**src/rtl/quad_decoder.sv**
```systemverilog
// x4 quadrature decoder: synchronizes and deglitches A/B, then tracks position,
// direction, step strobe, step period and illegal (double-bit) transitions.
module quad_decoder #(
  parameter int COUNT_WIDTH  = 16,
  parameter int PERIOD_WIDTH = 16,
  parameter int SYNC_STAGES  = 2,
  parameter int FILTER_LEN   = 4
) (
  input  logic                          clk,
  input  logic                          reset,
  input  logic                          a_in,
  input  logic                          b_in,
  input  logic                          clear,
  input  logic                          err_clr,
  output logic signed [COUNT_WIDTH-1:0] count,
  output logic                          dir,
  output logic                          step,
  output logic                          error,
  output logic        [PERIOD_WIDTH-1:0] period,
  output logic                          period_valid,
  output logic                          stalled
);

  localparam int SETTLE = SYNC_STAGES + FILTER_LEN;
  localparam int SET_W  = $clog2(SETTLE + 1);
  localparam int FLT_W  = $clog2(FILTER_LEN + 1);
  localparam logic        [PERIOD_WIDTH-1:0] PERIOD_MAX = '1;
  localparam logic signed [COUNT_WIDTH-1:0]  COUNT_ONE  = 1;

  function automatic logic [PERIOD_WIDTH-1:0] sat_inc(input logic [PERIOD_WIDTH-1:0] v);
    return (v == PERIOD_MAX) ? v : v + 1'b1;
  endfunction

  // Returns {next filtered level, next persistence count}.
  function automatic logic [FLT_W:0] filt_next(input logic s, input logic f,
                                               input logic [FLT_W-1:0] c);
    if (s == f)
      return {f, FLT_W'(0)};
    if (c == FLT_W'(FILTER_LEN - 1))
      return {s, FLT_W'(0)};
    return {f, c + 1'b1};
  endfunction

  logic [SYNC_STAGES-1:0] a_sync_p0, b_sync_p0;
  logic                   a_filt_p1, b_filt_p1;
  logic [FLT_W-1:0]       a_fcnt_p1, b_fcnt_p1;
  logic [FLT_W:0]         a_fnxt, b_fnxt;
  logic [1:0]             ab_prev_p2, ab_cur, ab_diff;
  logic [SET_W-1:0]       settle_cnt;
  logic [PERIOD_WIDTH-1:0] run_cnt;
  logic                   settled, a_sync, b_sync;
  logic                   mv_up, mv_dn, mv_bad;

  assign a_sync  = a_sync_p0[SYNC_STAGES-1];
  assign b_sync  = b_sync_p0[SYNC_STAGES-1];
  assign settled = (settle_cnt == SET_W'(SETTLE));
  assign a_fnxt  = filt_next(a_sync, a_filt_p1, a_fcnt_p1);
  assign b_fnxt  = filt_next(b_sync, b_filt_p1, b_fcnt_p1);

  // Stage p0: synchronizer chains; settle counter gates decoding after reset
  always_ff @(posedge clk or posedge reset) begin
    if (reset) begin
      a_sync_p0  <= '0;
      b_sync_p0  <= '0;
      settle_cnt <= '0;
    end else begin
      a_sync_p0 <= {a_sync_p0[SYNC_STAGES-2:0], a_in};
      b_sync_p0 <= {b_sync_p0[SYNC_STAGES-2:0], b_in};
      if (!settled)
        settle_cnt <= settle_cnt + 1'b1;
    end
  end

  // Stage p1: deglitch filters; prev tracks sync while settling so no false step
  always_ff @(posedge clk or posedge reset) begin
    if (reset) begin
      a_filt_p1  <= 1'b0;
      b_filt_p1  <= 1'b0;
      a_fcnt_p1  <= '0;
      b_fcnt_p1  <= '0;
      ab_prev_p2 <= 2'b00;
    end else if (!settled) begin
      a_filt_p1  <= a_sync;
      b_filt_p1  <= b_sync;
      a_fcnt_p1  <= '0;
      b_fcnt_p1  <= '0;
      ab_prev_p2 <= {a_sync, b_sync};
    end else begin
      {a_filt_p1, a_fcnt_p1} <= a_fnxt;
      {b_filt_p1, b_fcnt_p1} <= b_fnxt;
      ab_prev_p2             <= ab_cur;
    end
  end

  // Up when the new B differs from the old A (Gray sequence 00,01,11,10).
  assign ab_cur  = {a_filt_p1, b_filt_p1};
  assign ab_diff = ab_prev_p2 ^ ab_cur;
  assign mv_bad  = settled && (ab_diff == 2'b11);
  assign mv_up   = settled && (^ab_diff) && (ab_cur[0] != ab_prev_p2[1]);
  assign mv_dn   = settled && (^ab_diff) && (ab_cur[0] == ab_prev_p2[1]);

  // Stage p2: position, direction, error and period outputs
  always_ff @(posedge clk or posedge reset) begin
    if (reset) begin
      count        <= '0;
      dir          <= 1'b0;
      step         <= 1'b0;
      error        <= 1'b0;
      period       <= PERIOD_MAX;
      period_valid <= 1'b0;
      run_cnt      <= PERIOD_MAX;
    end else begin
      if (clear)
        count <= '0;
      else if (mv_up)
        count <= count + COUNT_ONE;
      else if (mv_dn)
        count <= count - COUNT_ONE;
      if (mv_up)
        dir <= 1'b0;
      else if (mv_dn)
        dir <= 1'b1;
      step         <= mv_up | mv_dn;
      period_valid <= mv_up | mv_dn;
      error        <= mv_bad | (error & ~err_clr);
      if (mv_up | mv_dn) begin
        period  <= run_cnt;
        run_cnt <= PERIOD_WIDTH'(1);
      end else begin
        run_cnt <= sat_inc(run_cnt);
      end
    end
  end

  assign stalled = (run_cnt == PERIOD_MAX);

endmodule

```
**config.mk**
```make
export PLATFORM = sky130hd
export DESIGN_NAME = quad_decoder
export DESIGN_NICKNAME = d
export VERILOG_FILES = /design/src/rtl/quad_decoder.sv
export SDC_FILE = /design/constraint.sdc
export NUM_CORES = 1
export LEC_CHECK = 0
export CAP_MARGIN = 20
export CELL_PAD_IN_SITES_DETAIL_PLACEMENT = 0
export CELL_PAD_IN_SITES_GLOBAL_PLACEMENT = 1
export CORE_ASPECT_RATIO = 2
export CORE_MARGIN = 5
export CORE_UTILIZATION = 40
export DETAILED_ROUTE_END_ITERATION = 10
export PLACE_DENSITY_LB_ADDON = 0.1
export SLEW_MARGIN = 15
export SYNTH_ARGS = -nofsm -noshare
export SYNTH_HDL_FRONTEND = slang
export SYNTH_SLANG_ARGS = --single-unit
export TNS_END_PERCENT = 20
```
**constraint.sdc**
```tcl
create_clock -name clk -period 3.8 [get_ports clk]
set_input_delay 0.76 -clock clk [delete_from_list [all_inputs] [get_ports clk]]
set_output_delay 0.76 -clock clk [all_outputs]
set_load 0.01 [all_outputs]
```
==> impl_metrics.py, run 1 <==
metrics = {
    "detailed_routing": {
        "drcViolationCount": 0,
        "detail_route.vias_per_cell": 5.22,
        "routedLengthMet1_mm": 3.31,
        "dr.max_layer_used": "met4",
        "wl_per_cell_um": 16.6,
        "dr.first_iter.drc_count": 73,
        "met2_wirelength_mm": 4.98,
        "postRouteAntennaNets": 0,
        "dr_total_vias": 2723,
        "total_met3_wirelength_after_detailed_routing_um": 226,
        "wl_mm": 8.68,
        "detailedRoute.firstPassIterationCount": 4,
    },
    "setup_path": {
        "regToRegSetupSlack_ps": 520,
        "worst_setup_path_start_kind": "flop",
        "path_depth": 13,
        "startpoint": "b_filt_p1",
        "critical_path.n_buffers_inverters": 2,
        "worstPathRequired_ps": 4020,
        "critical_path_arrival_ps": 3490,
        "worst-setup-path-type": "reg -> reg",
        "worst_r2r_path_depth": 13,
        "path_max_fanout": 20,
        "worstSetupEndpointType": "flop",
        "r2r_start": "b_filt_p1",
        "crit_chain": "xor2_1, ha_1, nand3_1, clkinv_1, nand2_1, buf_4, ha_1, a21oi_1, a21oi_1, o221ai_2, a211oi_1, or3_1, a32o_1",
        "cp_top_family": "compound AO/OA/AOI/OAI gates",
        "cpMaxStageDelayCell": "sky130_fd_sc_hd__dfrtp_1",
        "worst_path_largest_cell_delay_ps": 430,
        "critPathCapture": "count[14]",
        "r2r-end": "count[14]",
    },
    "synthesis": {
        "async_flop_share": 1.00,
        "synth.most_common_cell": "sky130_fd_sc_hd__nand2_1",
        "syn-cell-area_um2": 3590,
        "synth.ff_latch_count": 68,
        "synth_top_cell_area_share": 0.251,
        "ys_dominant_reg_cell": "sky130_fd_sc_hd__dfrtp_1",
        "ys_seq_area_frac": 0.485,
        "yosysWarningCount": 0,
        "yosys-top-cells-count": "sky130_fd_sc_hd__nand2_1 (78), sky130_fd_sc_hd__dfrtp_1 (36), sky130_fd_sc_hd__nor2_1 (35), sky130_fd_sc_hd__dfstp_2 (32), sky130_fd_sc_hd__ha_1 (22)",
        "syn_inst": 368,
        "synth-edff-count": 0,
        "syn_nets": 397,
        "ys_top_cells_by_area": "sky130_fd_sc_hd__dfrtp_1 (25%), sky130_fd_sc_hd__dfstp_2 (23%), sky130_fd_sc_hd__nand2_1 (8.1%)",
        "netlist-cell-type-count": 52,
        "avgSynthCellArea_um2": 9.76,
        "cell_taking_the_most_area_after_synthesis": "sky130_fd_sc_hd__dfrtp_1",
    },
    "global_routing": {
        "grt_overflow": 0,
        "first_global_vias": 2966,
        "pin_count_of_the_biggest_net_entering_global_routing": 69,
        "grt.total_usage": 0.171,
        "number_of_antenna_violations_at_the_first_check_in_global_routing": 0,
        "grt_pass1_wl_mm": 14.8,
    },
    "timing": {
        "report.final.hold_viol_count": 0,
        "slew-limit-headroom": 0.427,
        "tns_ps": 0,
        "slew_viols_final": 0,
        "fin_worst_skew_ps": 6.58,
        "clock.fmax_mhz": 305,
        "tightest_slew_ps": 859,
        "setup_violations": 0,
        "fin_crit_sh": 0.862,
        "grt_setup_unrepaired": "false",
        "layout_min_cycle_time_ps": 3280,
    },
    "layout": {
        "final_antenna_diode_count": 0,
        "final_area_um2": 4430,
        "area_delta_synth_final_pct": 23.2,
        "finalCoreUtilization": 0.498,
        "fin_nets": 444,
        "drive_above_1_share": 0.162,
        "stdcell_count": 522,
    },
    "floorplanning": {
        "die_h_um": 144,
        "floorplan.rows": 49,
        "initial_core_util": 0.404,
        "die-area_um2": 11100,
        "fp.coreArea_um2": 8890,
        "fp.dieW_um": 77.0,
        "ios": 43,
    },
    "place": {
        "port_buffers": 42,
        "routabilityCongestion": 0.877,
        "detailed_place_hpwl_mm": 6.27,
        "placed_cells": 506,
        "place_area_um2": 4130,
    },
    "cts": {
        "cts_tree": "built",
        "cts.repair.resized": 0,
        "ctsHtreeMaxLevel": 3,
        "cts.repair_timing.setup_buffer_count": 0,
        "cts.root.buffer_cell": "sky130_fd_sc_hd__clkbuf_16",
        "insertion_delay_ps": 330,
        "cts_hold_buffers": 0,
        "cts-buffers-inserted": 9,
        "clk_pin_slew_ps": 60,
        "cts.sinks": 68,
        "clock_tree.buffer_depth": 2,
    },
    "run_status": {
        "run_status": "finished clean",
    },
    "flow_run": {
        "max_cap_viol_count": 0,
    },
    "hold_path": {
        "hold_class": "reg -> reg",
    },
}
[area by class of cell]
cell class	instances	area (µm²)
multi-input combinational	279	1760
timing repair buffer	47	458
clock inverter	5	60.1
tap	102	128
fill	861	4460
sequential	68	1740
inverter	10	37.5
clock buffer	11	243
[how the worst min path moves through the flow]
stage | slack (ps) | startpoint | to | cells past startpoint
floorplan | 330 | a_sync_p0[0] | a_sync_p0[1] | 0
global placement | 340 | a_sync_p0[0] | a_sync_p0[1] | 0
detailed placement | 350 | a_sync_p0[0] | a_sync_p0[1] | 0
CTS | 360 | a_sync_p0[0] | a_sync_p0[1] | 0
global route | 370 | b_sync_p0[0] | b_sync_p0[1] | 0
finish | 360 | b_sync_p0[0] | b_sync_p0[1] | 0
[stage by stage]
| stage | hold slack (ps) | setup slack (ps) |
|---|---|---|
| after floorplan | 331 | 494 |
| after global placement | 339 | 567 |
| after detailed placement | 345 | 541 |
| after CTS | 358 | 522 |
| after global routing | 374 | 237 |
| final | 360 | 523 |
[cell usage in the layout (no fill, tap or decap), types with 2 or more instances in the layout]
cell type                         netlist  final
sky130_fd_sc_hd__nand2_1               78     78
sky130_fd_sc_hd__clkdlybuf4s50_1        0     42
sky130_fd_sc_hd__dfrtp_1               36     36
sky130_fd_sc_hd__nor2_1                35     35
sky130_fd_sc_hd__dfstp_2               32     32
sky130_fd_sc_hd__ha_1                  22     22
sky130_fd_sc_hd__a21oi_1               18     18
sky130_fd_sc_hd__nand3_1               15     15
sky130_fd_sc_hd__xor2_1                15     15
sky130_fd_sc_hd__xnor2_1               14     14
sky130_fd_sc_hd__o21ai_0               10     10
sky130_fd_sc_hd__clkbuf_16              0      9
sky130_fd_sc_hd__inv_1                  9      8
sky130_fd_sc_hd__nor3_1                 6      6
sky130_fd_sc_hd__mux2_2                 5      5
sky130_fd_sc_hd__buf_4                  1      5
sky130_fd_sc_hd__nor2b_1                4      4
sky130_fd_sc_hd__a31oi_1                4      4
sky130_fd_sc_hd__nand4_1                4      4
sky130_fd_sc_hd__a211oi_1               4      4
sky130_fd_sc_hd__and3_1                 4      4
sky130_fd_sc_hd__or3_1                  3      3
sky130_fd_sc_hd__nor3b_1                3      3
sky130_fd_sc_hd__a21o_1                 3      3
sky130_fd_sc_hd__a21oi_2                2      2
sky130_fd_sc_hd__o211ai_1               2      2
sky130_fd_sc_hd__a21oi_4                2      2
sky130_fd_sc_hd__o21ai_2                2      2
sky130_fd_sc_hd__mux2i_1                2      2
sky130_fd_sc_hd__a22o_1                 2      2
sky130_fd_sc_hd__a32o_1                 2      2
[state kept, by name, indices dropped and copies added (netlist names)]
register	cells
ab_prev_p2	2
settle_cnt	3
b_filt_p1	1
b_fcnt_p1	3
period	16
count	16
b_sync_p0	2
a_fcnt_p1	3
a_sync_p0	2
a_filt_p1	1
period_valid	1
run_cnt	16
dir	1
error	1
[metal layers]
layer | vias to the layer above | GRT usage
met4 | 0 | 0.0679
li1 | 1361 | -
met2 | 41 | 0.334
met3 | 12 | 0.0349
met1 | 1309 | 0.173
met5 | - | 0
[kinds of logic (layout without fill, tap and decap cells)]
group           after synthesis  after routing  share of synthesized area
flops                        68             68                      0.485
simple gates                157            157                      0.192
mux                           8              8                     0.0244
compound gates               62             62                      0.121
buf+inv                      21             73                     0.0254
fa+ha+maj                    23             23                     0.0822
xor+xnor                     29             29                     0.0707
Power of run 1 is left out: the tool's default activity adds up to more than one toggle a clock period on the data nets, which glitch-free logic cannot reach.
==> run 2: changes to the inputs <==
CORE_UTILIZATION = 43   (was 40)
==> impl_metrics.py, run 2 (synthesized netlist as in run 1, its figures left out) <==
metrics = {
    "floorplanning": {
        "ios": 43,
        "die-area_um2": 10400,
        "floorplan.rows": 47,
        "fp.dieW_um": 74.6,
        "fp.coreArea_um2": 8230,
        "initial_core_util": 0.436,
        "die_h_um": 139,
    },
    "detailed_routing": {
        "drcViolationCount": 0,
        "dr_total_vias": 2799,
        "dr.first_iter.drc_count": 109,
        "detail_route.vias_per_cell": 5.38,
        "wl_per_cell_um": 16.4,
        "wl_mm": 8.55,
        "detailedRoute.firstPassIterationCount": 4,
        "postRouteAntennaNets": 0,
    },
    "cts": {
        "cts-buffers-inserted": 9,
        "cts_hold_buffers": 0,
        "cts.root.buffer_cell": "sky130_fd_sc_hd__clkbuf_16",
        "clk_pin_slew_ps": 60,
        "clock_tree.buffer_depth": 2,
        "insertion_delay_ps": 330,
        "ctsHtreeMaxLevel": 3,
        "cts.repair_timing.setup_buffer_count": 0,
        "cts.sinks": 68,
        "cts.repair.resized": 0,
        "cts_tree": "built",
    },
    "setup_path": {
        "worst-setup-path-type": "reg -> reg",
        "worstPathRequired_ps": 4010,
        "crit_chain": "xor2_1, ha_1, nand3_1, clkinv_1, nand2_1, ha_1, a21oi_2, o21ai_2, or3_1, o21ai_2, mux2i_1, mux2_1",
        "cp_top_family": "adder cells",
        "worst_path_largest_cell_delay_ps": 560,
        "critical_path_arrival_ps": 3680,
        "worst_setup_path_start_kind": "flop",
        "worstSetupEndpointType": "flop",
        "critical_path.n_buffers_inverters": 1,
        "cpMaxStageDelayCell": "sky130_fd_sc_hd__ha_1",
        "path_max_fanout": 15,
    },
    "timing": {
        "layout_min_cycle_time_ps": 3470,
        "slew_viols_final": 0,
        "tns_ps": 0,
        "slew-limit-headroom": 0.526,
        "fin_crit_sh": 0.913,
        "fin_worst_skew_ps": 10.4,
        "fin_hold_ws_ps": 353,
        "report.final.hold_viol_count": 0,
        "setup_violations": 0,
        "grt_setup_unrepaired": "false",
        "clock.fmax_mhz": 288,
        "tightest_slew_ps": 707,
    },
    "place": {
        "port_buffers": 42,
        "routabilityCongestion": 0.940,
        "detailed_place_hpwl_mm": 6.27,
    },
    "layout": {
        "fill_cells": 765,
        "fin_nets": 446,
        "largest_registers": "count x16, period x16, run_cnt x16",
        "final_antenna_diode_count": 0,
        "final_cell_mix": "sky130_fd_sc_hd__nand2_1 (78), sky130_fd_sc_hd__clkdlybuf4s50_1 (42), sky130_fd_sc_hd__dfrtp_1 (36)",
        "drive_above_1_share": 0.168,
        "commonest_non_fill_non_tap_cell_in_the_layout": "sky130_fd_sc_hd__nand2_1",
        "area_delta_synth_final_pct": 24.8,
    },
    "hold_path": {
        "hold_class": "reg -> reg",
    },
    "global_routing": {
        "first_global_vias": 2931,
        "grt_overflow": 0,
        "number_of_antenna_violations_at_the_first_check_in_global_routing": 0,
        "pin_count_of_the_biggest_net_entering_global_routing": 44,
        "grt_pass1_wl_mm": 14.0,
        "grt.total_usage": 0.178,
    },
    "run_status": {
        "run_status": "finished clean",
    },
    "flow_run": {
        "max_cap_viol_count": 0,
    },
}
## run 2: cell type report
type / instances / area, µm² / share of cell area
clock buffer: 10 / 239 / 0.0533
clock inverter: 6 / 111 / 0.0248
inverter: 10 / 37.5 / 0.00837
multi-input combinational: 279 / 1760 / 0.392
sequential: 68 / 1740 / 0.388
tap: 98 / 123 / 0.0273
timing repair buffer: 49 / 473 / 0.105
## run 2: metal layers
layer | wire (µm) | vias to the layer above | part of all wire | track usage
li1 | - | 1357 | - | -
met1 | 3160 | 1367 | 0.37 | 0.186
met2 | 4830 | 57 | 0.57 | 0.323
met3 | 291 | 18 | 0.034 | 0.0303
met4 | 264 | 0 | 0.031 | 0.0901
met5 | 0 | - | 0 | 0
## run 2: path summary, 6_finish.rpt
kind                               from  cells after the start      endpoint  slack, ps
setup / recovery              b_filt_p1                     12     count[15]        330
hold / removal             a_sync_p0[0]                      0  a_sync_p0[1]        350
setup reg to reg              b_filt_p1                     12     count[15]        330
hold reg to reg            a_sync_p0[0]                      0  a_sync_p0[1]        350
max in group asynchronous         reset                      3    run_cnt[9]       2150
min in group asynchronous         reset                      2     count[14]        850
## run 2: stage by stage
step / instance area (µm²) / utilization / setup WS (ps) / std cells
finish: 4490 / 0.545 / 332 / 520
global route: 4490 / 0.545 / 44.8 / 520
CTS: 4490 / 0.545 / 294 / 520
detailed placement: 4140 / 0.502 / 306 / 504
global placement: 4140 / 0.502 / 371 / 504
floorplan: 3590 / - / 494 / 368
Power of run 2 is left out for the same reason.
==> run 3: changes to the inputs <==
clock period = 3.5 ns   (was 3.8 ns; I/O delays follow)
==> impl_metrics.py, run 3 (synthesized netlist as in run 1, its figures left out) <==
metrics = {
    "layout": {
        "area_delta_synth_final_pct": 23.6,
        "final_antenna_diode_count": 0,
        "fin_nets": 445,
        "largest_registers": "count x16, period x16, run_cnt x16",
        "final_cell_mix": "sky130_fd_sc_hd__nand2_1 (78), sky130_fd_sc_hd__clkdlybuf4s50_1 (42), sky130_fd_sc_hd__dfrtp_1 (36)",
        "drive_above_1_share": 0.166,
        "commonest_non_fill_non_tap_cell_in_the_layout": "sky130_fd_sc_hd__nand2_1",
    },
    "cts": {
        "insertion_delay_ps": 330,
        "clock_tree.buffer_depth": 2,
        "cts_hold_buffers": 0,
        "cts-buffers-inserted": 9,
        "cts.sinks": 68,
        "clk_pin_slew_ps": 60,
        "ctsHtreeMaxLevel": 3,
        "cts.root.buffer_cell": "sky130_fd_sc_hd__clkbuf_16",
        "cts_tree": "built",
    },
    "floorplanning": {
        "initial_core_util": 0.436,
        "die-area_um2": 10400,
        "ios": 43,
        "fp.dieW_um": 74.6,
        "fp.coreArea_um2": 8230,
        "die_h_um": 139,
        "floorplan.rows": 47,
    },
    "detailed_routing": {
        "postRouteAntennaNets": 0,
        "dr.first_iter.drc_count": 110,
        "detail_route.vias_per_cell": 5.33,
        "drcViolationCount": 0,
        "wl_mm": 8.41,
        "wl_per_cell_um": 16.2,
        "dr_total_vias": 2768,
        "detailedRoute.firstPassIterationCount": 4,
    },
    "global_routing": {
        "grt_overflow": 0,
        "grt_pass1_wl_mm": 13.9,
        "number_of_antenna_violations_at_the_first_check_in_global_routing": 0,
        "first_global_vias": 2856,
        "grt.total_usage": 0.177,
        "pin_count_of_the_biggest_net_entering_global_routing": 44,
    },
    "setup_path": {
        "worst_setup_path_start_kind": "flop",
        "worst-setup-path-type": "reg -> reg",
        "path_max_fanout": 20,
        "worstSetupEndpointType": "flop",
        "regToRegSetupSlack_ps": 240,
        "worstPathRequired_ps": 3710,
        "critical_path_arrival_ps": 3470,
    },
    "timing": {
        "fin_crit_sh": 0.932,
        "clock.fmax_mhz": 307,
        "tightest_slew_ps": 668,
        "fin_worst_skew_ps": 9.09,
        "report.final.hold_viol_count": 0,
        "grt_setup_unrepaired": "false",
        "slew_viols_final": 0,
        "slew-limit-headroom": 0.552,
        "tns_ps": 0,
        "layout_min_cycle_time_ps": 3260,
        "setup_violations": 0,
    },
    "place": {
        "detailed_place_hpwl_mm": 6.04,
        "routabilityCongestion": 0.937,
        "port_buffers": 42,
    },
    "run_status": {
        "run_status": "finished clean",
    },
    "hold_path": {
        "hold_class": "reg -> reg",
    },
    "flow_run": {
        "max_cap_viol_count": 0,
    },
}
run 3: cell types whose count changed in the layout (fill, tap and decap cells not counted), sizes merged:
cell	before	now
clkinv	3	4
buf	7	6
bufinv	3	1
clkinvlp	1	2
run 3: worst paths after layout:
check	start	end	cells past startpoint
worst min register to register	b_sync_p0[0]	b_sync_p0[1]	0
worst max-delay path	b_filt_p1	count[15]	13
worst max register to register	b_filt_p1	count[15]	13
max in group asynchronous	reset	period[3]	3
worst min-delay path	b_sync_p0[0]	b_sync_p0[1]	0
min in group asynchronous	reset	dir	2
run 3: final cells by class:
cell class	count	area, µm²
fill	752	3790
multi-input combinational	279	1760
sequential	68	1740
timing repair buffer	48	478
clock buffer	10	239
tap	98	123
clock inverter	6	63.8
inverter	10	37.5
run 3: metrics by stage:
step	instance area, µm²	worst slack (ps)	util	instances	hold slack (ps)
finish	4440	239	0.540	519	354
global route	4440	32.7	0.540	519	367
CTS	4440	233	0.540	519	353
detailed placement	4140	237	0.503	503	340
global placement	4140	355	0.503	503	341
floorplan	3590	194	-	368	331
run 3: repair_timing:
item                       in CTS  in global routing
setup endpoints to repair       0                  1
setup buffers                   0                  0
resized for setup               0                  1
run 3: layer usage:
layer	vias up	wire length, µm	GRT usage
met5	-	0	0
met4	0	263	0.0891
met3	20	308	0.0361
met2	60	4610	0.307
met1	1337	3230	0.196
li1	1351	-	-
run 3: worst max-delay path, cell delays in order, from the launching register on:
cell and delay, ps:
sky130_fd_sc_hd__dfrtp_1 430, sky130_fd_sc_hd__xor2_1 190, sky130_fd_sc_hd__ha_1 290, sky130_fd_sc_hd__nand3_1 100, sky130_fd_sc_hd__clkinv_1 80, sky130_fd_sc_hd__nand2_1 60
sky130_fd_sc_hd__buf_4 260, sky130_fd_sc_hd__ha_1 380, sky130_fd_sc_hd__a21oi_2 240, sky130_fd_sc_hd__o21ai_2 90, sky130_fd_sc_hd__or3_1 330, sky130_fd_sc_hd__o21ai_2 130
sky130_fd_sc_hd__mux2i_1 220, sky130_fd_sc_hd__mux2_1 350
Power of run 3 is left out for the same reason.
